<file path="config.mk">
export PLATFORM = sky130hd
export DESIGN_NAME = fifo_rd_ptr_ctrl
export DESIGN_NICKNAME = d
export VERILOG_FILES = /design/src/rtl/fifo_ptr_pkg.sv /design/src/rtl/ptr_sync_chain.sv /design/src/rtl/fifo_rd_ptr_ctrl.sv
export SDC_FILE = /design/constraint.sdc
export NUM_CORES = 1
export LEC_CHECK = 0
export ABC_CLOCK_PERIOD_IN_PS = 3000
export BUFFER_PORTS_ARGS = -buffer_cell sky130_fd_sc_hd__buf_2
export CORE_UTILIZATION = 47
export DETAILED_ROUTE_END_ITERATION = 16
export PLACE_DENSITY = 0.71
export SLEW_MARGIN = 20
export SYNTH_ARGS = -nofsm -noshare
export SYNTH_HDL_FRONTEND = slang
export SYNTH_SLANG_ARGS = --single-unit
export TNS_END_PERCENT = 1
</file>
<file path="constraint.sdc">
create_clock -name clk -period 3 [get_ports clk]
set_input_delay 0.3 -clock clk [delete_from_list [all_inputs] [get_ports clk]]
set_output_delay 0.3 -clock clk [all_outputs]
set_load 0.03 [all_outputs]
</file>
<file path="src/rtl/fifo_ptr_pkg.sv">
// Shared pointer helpers for the gray-pointer FIFO: pointer width and the
// bin/gray conversions used by both the read- and write-side controllers.
package fifo_ptr_pkg;

  localparam int DEFAULT_ADDR_WIDTH  = 4;
  localparam int DEFAULT_SYNC_STAGES = 2;

  // One extra pointer bit distinguishes full from empty when addresses match.
  function automatic int ptr_w(input int addr_width);
    return addr_width + 1;
  endfunction

  // Conversions work on a 32-bit container; callers zero-extend and truncate.
  function automatic logic [31:0] bin2gray(input logic [31:0] bin);
    return bin ^ (bin >> 1);
  endfunction

  function automatic logic [31:0] gray2bin(input logic [31:0] gray);
    logic [31:0] bin;
    bin = gray;
    for (int i = 30; i >= 0; i--) begin
      bin[i] = bin[i+1] ^ gray[i];
    end
    return bin;
  endfunction

endpackage

</file>
<file path="src/rtl/ptr_sync_chain.sv">
// Multi-flop synchronizer for a gray-coded pointer crossing into this clock;
// synchronous active-low reset clears every stage.
module ptr_sync_chain #(
  parameter int WIDTH  = 5,
  parameter int STAGES = 2
) (
  input  logic             clk,
  input  logic             rst_n,
  input  logic [WIDTH-1:0] d,
  output logic [WIDTH-1:0] q
);

  // ASYNC_REG lets CDC tools and placers treat the chain as a synchronizer.
  (* ASYNC_REG = "TRUE" *) logic [WIDTH-1:0] sync_q [STAGES];

  always_ff @(posedge clk) begin
    if (!rst_n) begin
      for (int i = 0; i < STAGES; i++) begin
        sync_q[i] <= '0;
      end
    end else begin
      sync_q[0] <= d;
      for (int i = 1; i < STAGES; i++) begin
        sync_q[i] <= sync_q[i-1];
      end
    end
  end

  assign q = sync_q[STAGES-1];

endmodule

</file>
<file path="src/rtl/fifo_rd_ptr_ctrl.sv">
// Read-side pointer controller of the gray-pointer FIFO: syncs the write
// pointer, tracks read pointers, empty and level. Optional macro FIFO_RD_UNDERFLOW_EN.
module fifo_rd_ptr_ctrl
  import fifo_ptr_pkg::*;
#(
  parameter int ADDR_WIDTH  = DEFAULT_ADDR_WIDTH,
  parameter int SYNC_STAGES = DEFAULT_SYNC_STAGES
) (
  input  logic                  clk,
  input  logic                  rst_n,
  input  logic [ADDR_WIDTH:0]   wr_ptr_gray,
  input  logic                  rd_req,
  output logic                  rd_en,
  output logic [ADDR_WIDTH-1:0] rd_addr,
  output logic [ADDR_WIDTH:0]   rd_ptr_gray,
  output logic                  empty,
  output logic [ADDR_WIDTH:0]   rd_level
`ifdef FIFO_RD_UNDERFLOW_EN
  ,
  output logic                  underflow
`endif
);

  localparam int PTR_W = ptr_w(ADDR_WIDTH);

  logic [PTR_W-1:0] wr_gray_s;
  logic [PTR_W-1:0] wr_bin_s;
  logic [PTR_W-1:0] rd_bin;
  logic [PTR_W-1:0] rd_bin_nxt;

  ptr_sync_chain #(
    .WIDTH  (PTR_W),
    .STAGES (SYNC_STAGES)
  ) u_wr_sync (
    .clk   (clk),
    .rst_n (rst_n),
    .d     (wr_ptr_gray),
    .q     (wr_gray_s)
  );

  assign wr_bin_s   = PTR_W'(gray2bin(32'(wr_gray_s)));
  assign rd_en      = rd_req & ~empty;
  assign rd_bin_nxt = rd_bin + PTR_W'(rd_en);
  assign rd_addr    = rd_bin[ADDR_WIDTH-1:0];

  // Empty and level look one read ahead so they already account for this cycle's read.
  always_ff @(posedge clk) begin
    if (!rst_n) begin
      rd_bin      <= '0;
      rd_ptr_gray <= '0;
      empty       <= 1'b1;
      rd_level    <= '0;
    end else begin
      rd_bin      <= rd_bin_nxt;
      rd_ptr_gray <= PTR_W'(bin2gray(32'(rd_bin_nxt)));
      empty       <= (PTR_W'(bin2gray(32'(rd_bin_nxt))) == wr_gray_s);
      rd_level    <= wr_bin_s - rd_bin_nxt;
    end
  end

`ifdef FIFO_RD_UNDERFLOW_EN
  // Sticky until reset so software can detect any read attempted on an empty FIFO.
  always_ff @(posedge clk) begin
    if (!rst_n) begin
      underflow <= 1'b0;
    end else if (rd_req && empty) begin
      underflow <= 1'b1;
    end
  end
`endif

endmodule

</file>
==> results of run 1 <==
-- cells in the final DEF, fill, tap and decap left out, types with 3 or more instances in the layout --
master | netlist | final
xor2_1 | 8 | 7
nor2b_1 | 4 | 3
ha_1 | 5 | 5
buf_2 | 0 | 23
clkbuf_4 | 0 | 3
dfxtp_1 | 25 | 25
and2_1 | 20 | 20
xnor2_1 | 14 | 14
inv_1 | 5 | 5
-- cell families (layout without fill, tap and decap cells) --
family          Yosys count  in the layout
compound gates            5              5
buf+inv                   7             34
fa+ha+maj                 7              7
xor+xnor                 23             23
simple gates             33             33
flops                    25             25
mux                       1              1
-- cells in the mapped netlist (2+ instances only) --
master / count / area (um2)
a21o_1: 2 / 15.0
and2_1: 20 / 125
clkbuf_1: 2 / 7.51
dfxtp_1: 25 / 500
ha_1: 5 / 62.6
inv_1: 5 / 18.8
nand2_1: 2 / 7.51
nand3_1: 2 / 10.0
nor2b_1: 4 / 25.0
xnor2_1: 14 / 123
xor2_1: 8 / 70.1
-- worst max path at each step --
stage | to | cells after the start
final | rd_level[4]$_SDFF_PN0_ | 11
after global routing | rd_level[4]$_SDFF_PN0_ | 11
after CTS | rd_level[4]$_SDFF_PN0_ | 11
after global placement | rd_level[4]$_SDFF_PN0_ | 11
after detailed placement | rd_level[4]$_SDFF_PN0_ | 11
after floorplan | rd_level[4]$_SDFF_PN0_ | 10
-- power groups by stage --
stage	sequential [mW]	combinational, mW	clock [mW]
6_report	0.366	0.161	0.144
5_1_grt	0.368	0.177	0.162
4_1_cts	0.366	0.163	0.149
3_5_place_dp	0.374	0.162	0
3_3_place_gp	0.373	0.159	0
2_1_floorplan	0.413	0.0830	0
-- final cells by class --
type / count / area share, %
Clock buffer: 4 / 2.06
Timing Repair Buffer: 25 / 10.2
Inverter: 5 / 1.47
Sequential cell: 25 / 39.2
Multi-Input combinational cell: 69 / 44.4
Tap cell: 28 / 2.74
-- worst max-delay path: stages, from the launching register on --
cell	delay (ps)
dfxtp_1	350
xnor2_1	150
xnor2_1	310
xor2_2	260
xnor2_1	160
ha_1	170
inv_1	50
fa_1	400
a21o_1	200
maj3_1	360
xnor2_1	130
and2_1	160
-- registers in the layout (all words and copies together) (netlist names) --
| register | flops |
|---|---|
| rd_level | 5 |
| rd_ptr_gray | 5 |
| u_wr_sync.sync_q | 10 |
| empty | 1 |
| rd_bin | 4 |
-- per-stage QoR --
step / power, mW / hold slack (ps) / setup WS, ps
final: 0.670 / 182 / 210
after global routing: 0.707 / 171 / 45.6
after CTS: 0.678 / 173 / 113
after detailed placement: 0.536 / 421 / 130
after global placement: 0.532 / 415 / 237
after floorplan: 0.496 / 412 / 169
-- layer usage --
layer  vias up  track usage (%)  wire length, um
li1        369                -                -
met2        19             27.6              866
met3         2             4.63               67
met4         0             5.71               14
met5         -                0                0
met1       327             15.1              703
==> metrics.md, run 1 <==
| Metric | Value |
|---|---|
| Outcome | complete, no violations |
| Clock Skew | between 3 and 4 ps |
| Max Cap Viol | 0 |
| Vias in the first global route | ~700 |
| Slew Viols, Final | 0 |
| Layout Cells excl Fill | between 150 and 200 |
| Util after Layout | between 50% and 60% |
| Worst hold path cell count | 2 |
| Post-DP HPWL | approximately 1300 um |
| Combinational share of power | 24.0% |
| RSZ-0062 raised after global routing | false |
| Simple-gate share of the synthesized area | 18.4% |
| Post-Synth Adder-Cell Area | under 10% |
| Clock Pin Slew Worst Setup and Hold Paths | about 120 ps |
| Mapped Area | between 1000 and 1500 um2 |
| First-pass GRT wire length | ~2700 um |
| Fmax | 358 MHz |
| Hold Crit Start | wr_ptr_gray[2] |
| Type of element capturing the critical path | flop |
| Synth Net Count | about 120 |
| Avg Cell Area, Syn | approximately 11 um2 |
| # DRC | 0 |
| Worst IR Drop VDD | about 0.42 mV |
| Synth cell types | 23 |
| Wirelength per Cell | about 11 um |
| Port bufs | 23 |
| Max_slew headroom | between 60% and 70% |
| PwrDens | roughly 520 nW/um2 |
| Fin crit share | 93.0% |
| Fillers | roughly 210 |
| Setup violations, final | 0 |
| Post-DRT Antenna Nets | 0 |
| Placed insts | ~150 |
| Sequential fraction of the synthesis area | 46.2% |
| H-Tree Depth | 1 |
| Largest net degree at the start of global routing | 26 |
| R2r endpoint | rd_level[4]$_SDFF_PN0_ |
| Die span in x | about 50 um |
| Post-synth EDFFs | 0 |
| Compound-gate portion of the synthesized area | ~4.2% |
| CORE AREA | between 2000 and 2500 um2 |
| Hold Violations, Final | 0 |
| CTS resizes | 0 |
| Initial DRC count | 5 |
| Clk_lat worst skew | 310 ps |
| Total grt overflow | 0 |
| Antenna violations before repair | 0 |
| Worst hold path type | input pin to flop |
| DP Area | approximately 1200 um2 |
| FFs w/ async S/R, synth | 0% |
| Gate Count Post-Synth | around 100 |
| R2R Setup Slk | 210 ps |
| Largest family of logic cells by synthesized area | XOR/XNOR gates |
| Synthesis-stage register bit count | 25 |
| Slew @ Worst Pin | approximately 520 ps |
| Initial Util | between 40% and 50% |
| Area delta synth->final | 17.9% |
| Routed WL | 1650 um |
| First-pass iteration count of the detailed router | 2 |
| Warnings from Yosys | 0 |
| Vias per cell | roughly 4.6 |
| P_int | approximately 0.48 mW |
| CP Data Required Time | around 3200 ps |
| Most used flip-flop cell after synthesis | dfxtp_1 |
| Worst R2R Path Depth | 11 |
| CP Class | flop to flop |
| Xor/xnor share of the synthesized area | a little under 20% |
| Routed vias | just over 700 |
| # nets final | between 100 and 150 |
| CP max FO | 3 |
| RD Place Congestion | around 0.73 |
| Hold Buf Count CTS | 0 |
| Row count | 17 |
| Multi-input gate area | about 570 um2 |
| Total CTS buffers | 3 |
| Postcts setup bufs | 0 |
| Final instance area | around 1300 um2 |
| CP arrival | approximately 3000 ps |
| CTS tree | yes |
| Die span in y | about 50 um |
| Hold Path End | u_wr_sync.sync_q[0][2]$_SDFF_PN0_ |
| Post-layout min period | ~2800 ps |
| CP Launch Type | flop |
| Leakage power | between 0.6 and 0.7 nW |
| Clock Sinks | 25 |
| Psw | between 0.15 and 0.2 mW |
| Reg2reg start | u_wr_sync.sync_q[0][8]$_SDFF_PN0_ |
| Clk pwr share | around a fifth |
| Die Area | 2500 um2 |
| # IOs | 24 |
| Total negative setup slack | 0 ps |
| CP startpoint | u_wr_sync.sync_q[0][8]$_SDFF_PN0_ |
| Buffer depth of the longest clock path | 2 |
| Diode count | 0 |
| Switching share of total power | between 20% and 30% |
| GRT Total Usage | 14.9% |
| Clock root cell | clkbuf_4 |
| FF/Latch Area | around 500 um2 |
| Flop pwr share | a little over half |
| Mux cell area share after synthesis | under 10% |
| Layout cell share with drive strength beyond 1 | a little over a quarter |
Power figures use the tool's default switching activity.
==> run 2: changes to the inputs <==
- ABC_CLOCK_PERIOD_IN_PS: 3000 -> 3400
- CORE_UTILIZATION: 47 -> 55
- PLACE_DENSITY: 0.71 -> 0.79
- clock period: 3 -> 3.4 ns (I/O delays scaled with it)
==> run 2 against run 1 <==
Non-clock buffer count fell by 2. Worst setup slack improved by 220 ps. Clock skew fell by 0.55 ps. Routed wire length fell by 2.0%. Design area fell by 2.3%. Critical endpoint unchanged. Largest cell class unchanged.
==> metrics.md, run 2 (synthesis gave the netlist of run 1 again) <==
| Metric | Value |
|---|---|
| CTS tree | yes |
| Post-DP HPWL | 1270 um (-3.3%) |
| Placed insts | 147 (-3.3%) |
| Clk_lat worst skew | 310 ps (about the same) |
| CP Launch Type | flop |
| Layout cell share with drive strength beyond 1 | 24.6% (-2.7 points) |
| Min Hold Slack | 223 ps (+41.0 ps) |
| Final instance area | 1250 um2 (-2.3%) |
| Psw | 0.171 mW (-12%) |
| Fin crit share | 87.2% (-5.7 points) |
| Max Cap Viol | 0 (unchanged) |
| Pre-CTS WS | 415 ps (+285 ps) |
| DP Area | 1220 um2 (-1.7%) |
| Clock Sinks | 25 (unchanged) |
| Fillers | 150 (-28%) |
| Clock root cell | clkbuf_4 |
| Top delay family on crit path | XOR/XNOR gates |
| Slew @ Worst Pin | 529 ps (+4.96 ps) |
| Type of element capturing the critical path | flop |
| Largest net degree at the start of global routing | 26 (unchanged) |
| Fmax | 337 MHz (-6.0%) |
| Combinational share of power | 23.8% (-0.2 points) |
| Initial Util | 60.8% (+11 points) |
| Clk pwr share | 21.6% (+0.2 points) |
| Row count | 15 (-2) |
| CP most frequent cell | xnor2_1 |
| Total CTS buffers | 3 (unchanged) |
| Worst setup margin | 434 ps (+223 ps) |
| RD Place Congestion | 0.772 (+5.8%) |
| Initial DRC count | 3 (-2) |
| Vias in the first global route | 690 (-1.7%) |
| Routed WL | 1620 um (-2.0%) |
| Most frequent cells in the layout | dfxtp_1 (25), buf_2 (23), and2_1 (20) |
| Hold Buf Count CTS | 0 (unchanged) |
| First-pass GRT wire length | 2730 um (-0.51%) |
| # DRC | 0 (unchanged) |
| CP arrival | 3190 ps (+180 ps) |
| Clock Pin Slew Worst Setup and Hold Paths | 120 ps (about the same) |
| GRT busiest layer | met2 |
| CP Data Required Time | 3630 ps (+410 ps) |
| H-Tree Depth | 1 (unchanged) |
| Post-layout min period | 2970 ps (+177 ps) |
| Die Area | 2150 um2 (-14%) |
| Setup violations, final | 0 (unchanged) |
| Total grt overflow | 0 (unchanged) |
| Slowest CP cell | fa_1 |
| P_int | 0.419 mW (-12%) |
| Largest reg by FF count | u_wr_sync.sync_q |
| GRT Total Usage | 18.5% (+3.7 points) |
| Worst IR Drop VDD | 0.331 mV (-21%) |
| Worst hold path type | input pin to flop |
| Antenna violations before repair | 0 (unchanged) |
| Port bufs | 23 (unchanged) |
| Die span in y | 46.4 um (-7.3%) |
| Switching share of total power | 29.0% (+0.070 points) |
| Outcome | complete, no violations |
| Die span in x | 46.4 um (-7.3%) |
| Leakage power | 0.596 nW (-1.8%) |
| Met2 Usage GRT | 34.4% (+6.9 points) |
| CP max FO | 3 (unchanged) |
| Met1 Use GR | 19.5% (+4.4 points) |
| Worst path bufs/invs | 1 (unchanged) |
| Total negative setup slack | 0 ps (unchanged) |
| PwrDens | 473 nW/um2 (-9.9%) |
| Wirelength per Cell | 10.7 um (+1.2%) |
| Layout Cells excl Fill | 151 (-3.2%) |
| First-pass iteration count of the detailed router | 4 (+2) |
| Diode count | 0 (unchanged) |
| # nets final | 141 (-1.4%) |
| Area delta synth->final | 15.2% |
| Hold Violations, Final | 0 (unchanged) |
| Post-DRT Antenna Nets | 0 (unchanged) |
| CP Class | flop to flop |
| CP peak stage delay | 400 ps (about the same) |
| Met3 usage | 3.53% (-1.1 points) |
| CTS resizes | 0 (unchanged) |
| Max_slew headroom | 64.5% (-0.33 points) |
| Slew Viols, Final | 0 (unchanged) |
| Buffer depth of the longest clock path | 2 (unchanged) |
| Routed vias | 713 (-0.56%) |
| Clock Skew | 2.61 ps (-0.554 ps) |
| Vias per cell | 4.72 (+2.7%) |
| Commonest non-fill, non-tap cell in the layout | dfxtp_1 |
| Critical-path cell list | xnor2_1 > xnor2_1 > xor2_1 > xnor2_1 > ha_1 > inv_1 > fa_1 > a21o_1 > maj3_1 > xnor2_1 > and2_1 |
| Max FFs per register | 10 (unchanged) |
| # IOs | 24 (unchanged) |
| Top Registers | u_wr_sync.sync_q (10), rd_level (5), rd_ptr_gray (5) |
| Flop pwr share | 54.6% (about the same) |
| RSZ-0062 raised after global routing | false |
| Postcts setup bufs | 0 (unchanged) |
| CORE AREA | 1780 um2 (-19%) |
==> run 2: changes by cell type in the layout (fill, tap and decap cells not counted) <==
cell and change:
nor2b_2 -1, xor2_1 +1, buf_4 -2, xor2_2 -1, nor2b_1 +1
==> run 2: final cells by class <==
cell class	instances	area [um2]	share of cell area, %
tap	25	31.3	2.51
sequential	25	500	40.1
timing repair buffer	23	115	9.22
inverter	5	18.8	1.50
clock buffer	4	26.3	2.10
multi-input combinational	69	557	44.6
==> run 2: power by group through the flow <==
stage / registers, mW / clock network, mW / logic, mW
5_1_grt: 0.325 / 0.145 / 0.157
4_1_cts: 0.322 / 0.135 / 0.143
2_1_floorplan: 0.364 / 0 / 0.0729
6_report: 0.322 / 0.128 / 0.140
3_3_place_gp: 0.329 / 0 / 0.139
3_5_place_dp: 0.329 / 0 / 0.142
==> run 2: routing by layer <==
| metal | vias to the layer above | routed length, um |
|---|---|---|
| met1 | 325 | 716 |
| met5 | - | 0 |
| met2 | 17 | 822 |
| met3 | 4 | 52 |
| li1 | 367 | - |
| met4 | 0 | 25 |
==> run 2: worst reg2reg max path: stages, from the launching register on <==
cell	delay, ps
dfxtp_1	350
xnor2_1	320
xnor2_1	210
xor2_1	360
xnor2_1	180
ha_1	160
inv_1	60
fa_1	400
a21o_1	200
maj3_1	360
xnor2_1	130
and2_1	160
==> run 2: per-stage QoR <==
stage / utilization, % / total power [mW]
finish: 70.0 / 0.590
global route: 70.0 / 0.628
CTS: 70.0 / 0.600
detailed placement: 68.6 / 0.471
global placement: 68.6 / 0.468
floorplan: - / 0.437
==> run 2: path summary, 6_finish.rpt <==
check	depth (start not counted)	start	endpoint	slack, ps
setup / recovery	11	u_wr_sync.sync_q[0][9]$_SDFF_PN0_	rd_level[4]$_SDFF_PN0_	430
hold / removal	2	wr_ptr_gray[4]	u_wr_sync.sync_q[0][4]$_SDFF_PN0_	220
setup reg to reg	11	u_wr_sync.sync_q[0][9]$_SDFF_PN0_	rd_level[4]$_SDFF_PN0_	430
hold reg to reg	1	u_wr_sync.sync_q[0][1]$_SDFF_PN0_	u_wr_sync.sync_q[0][6]$_SDFF_PN0_	450
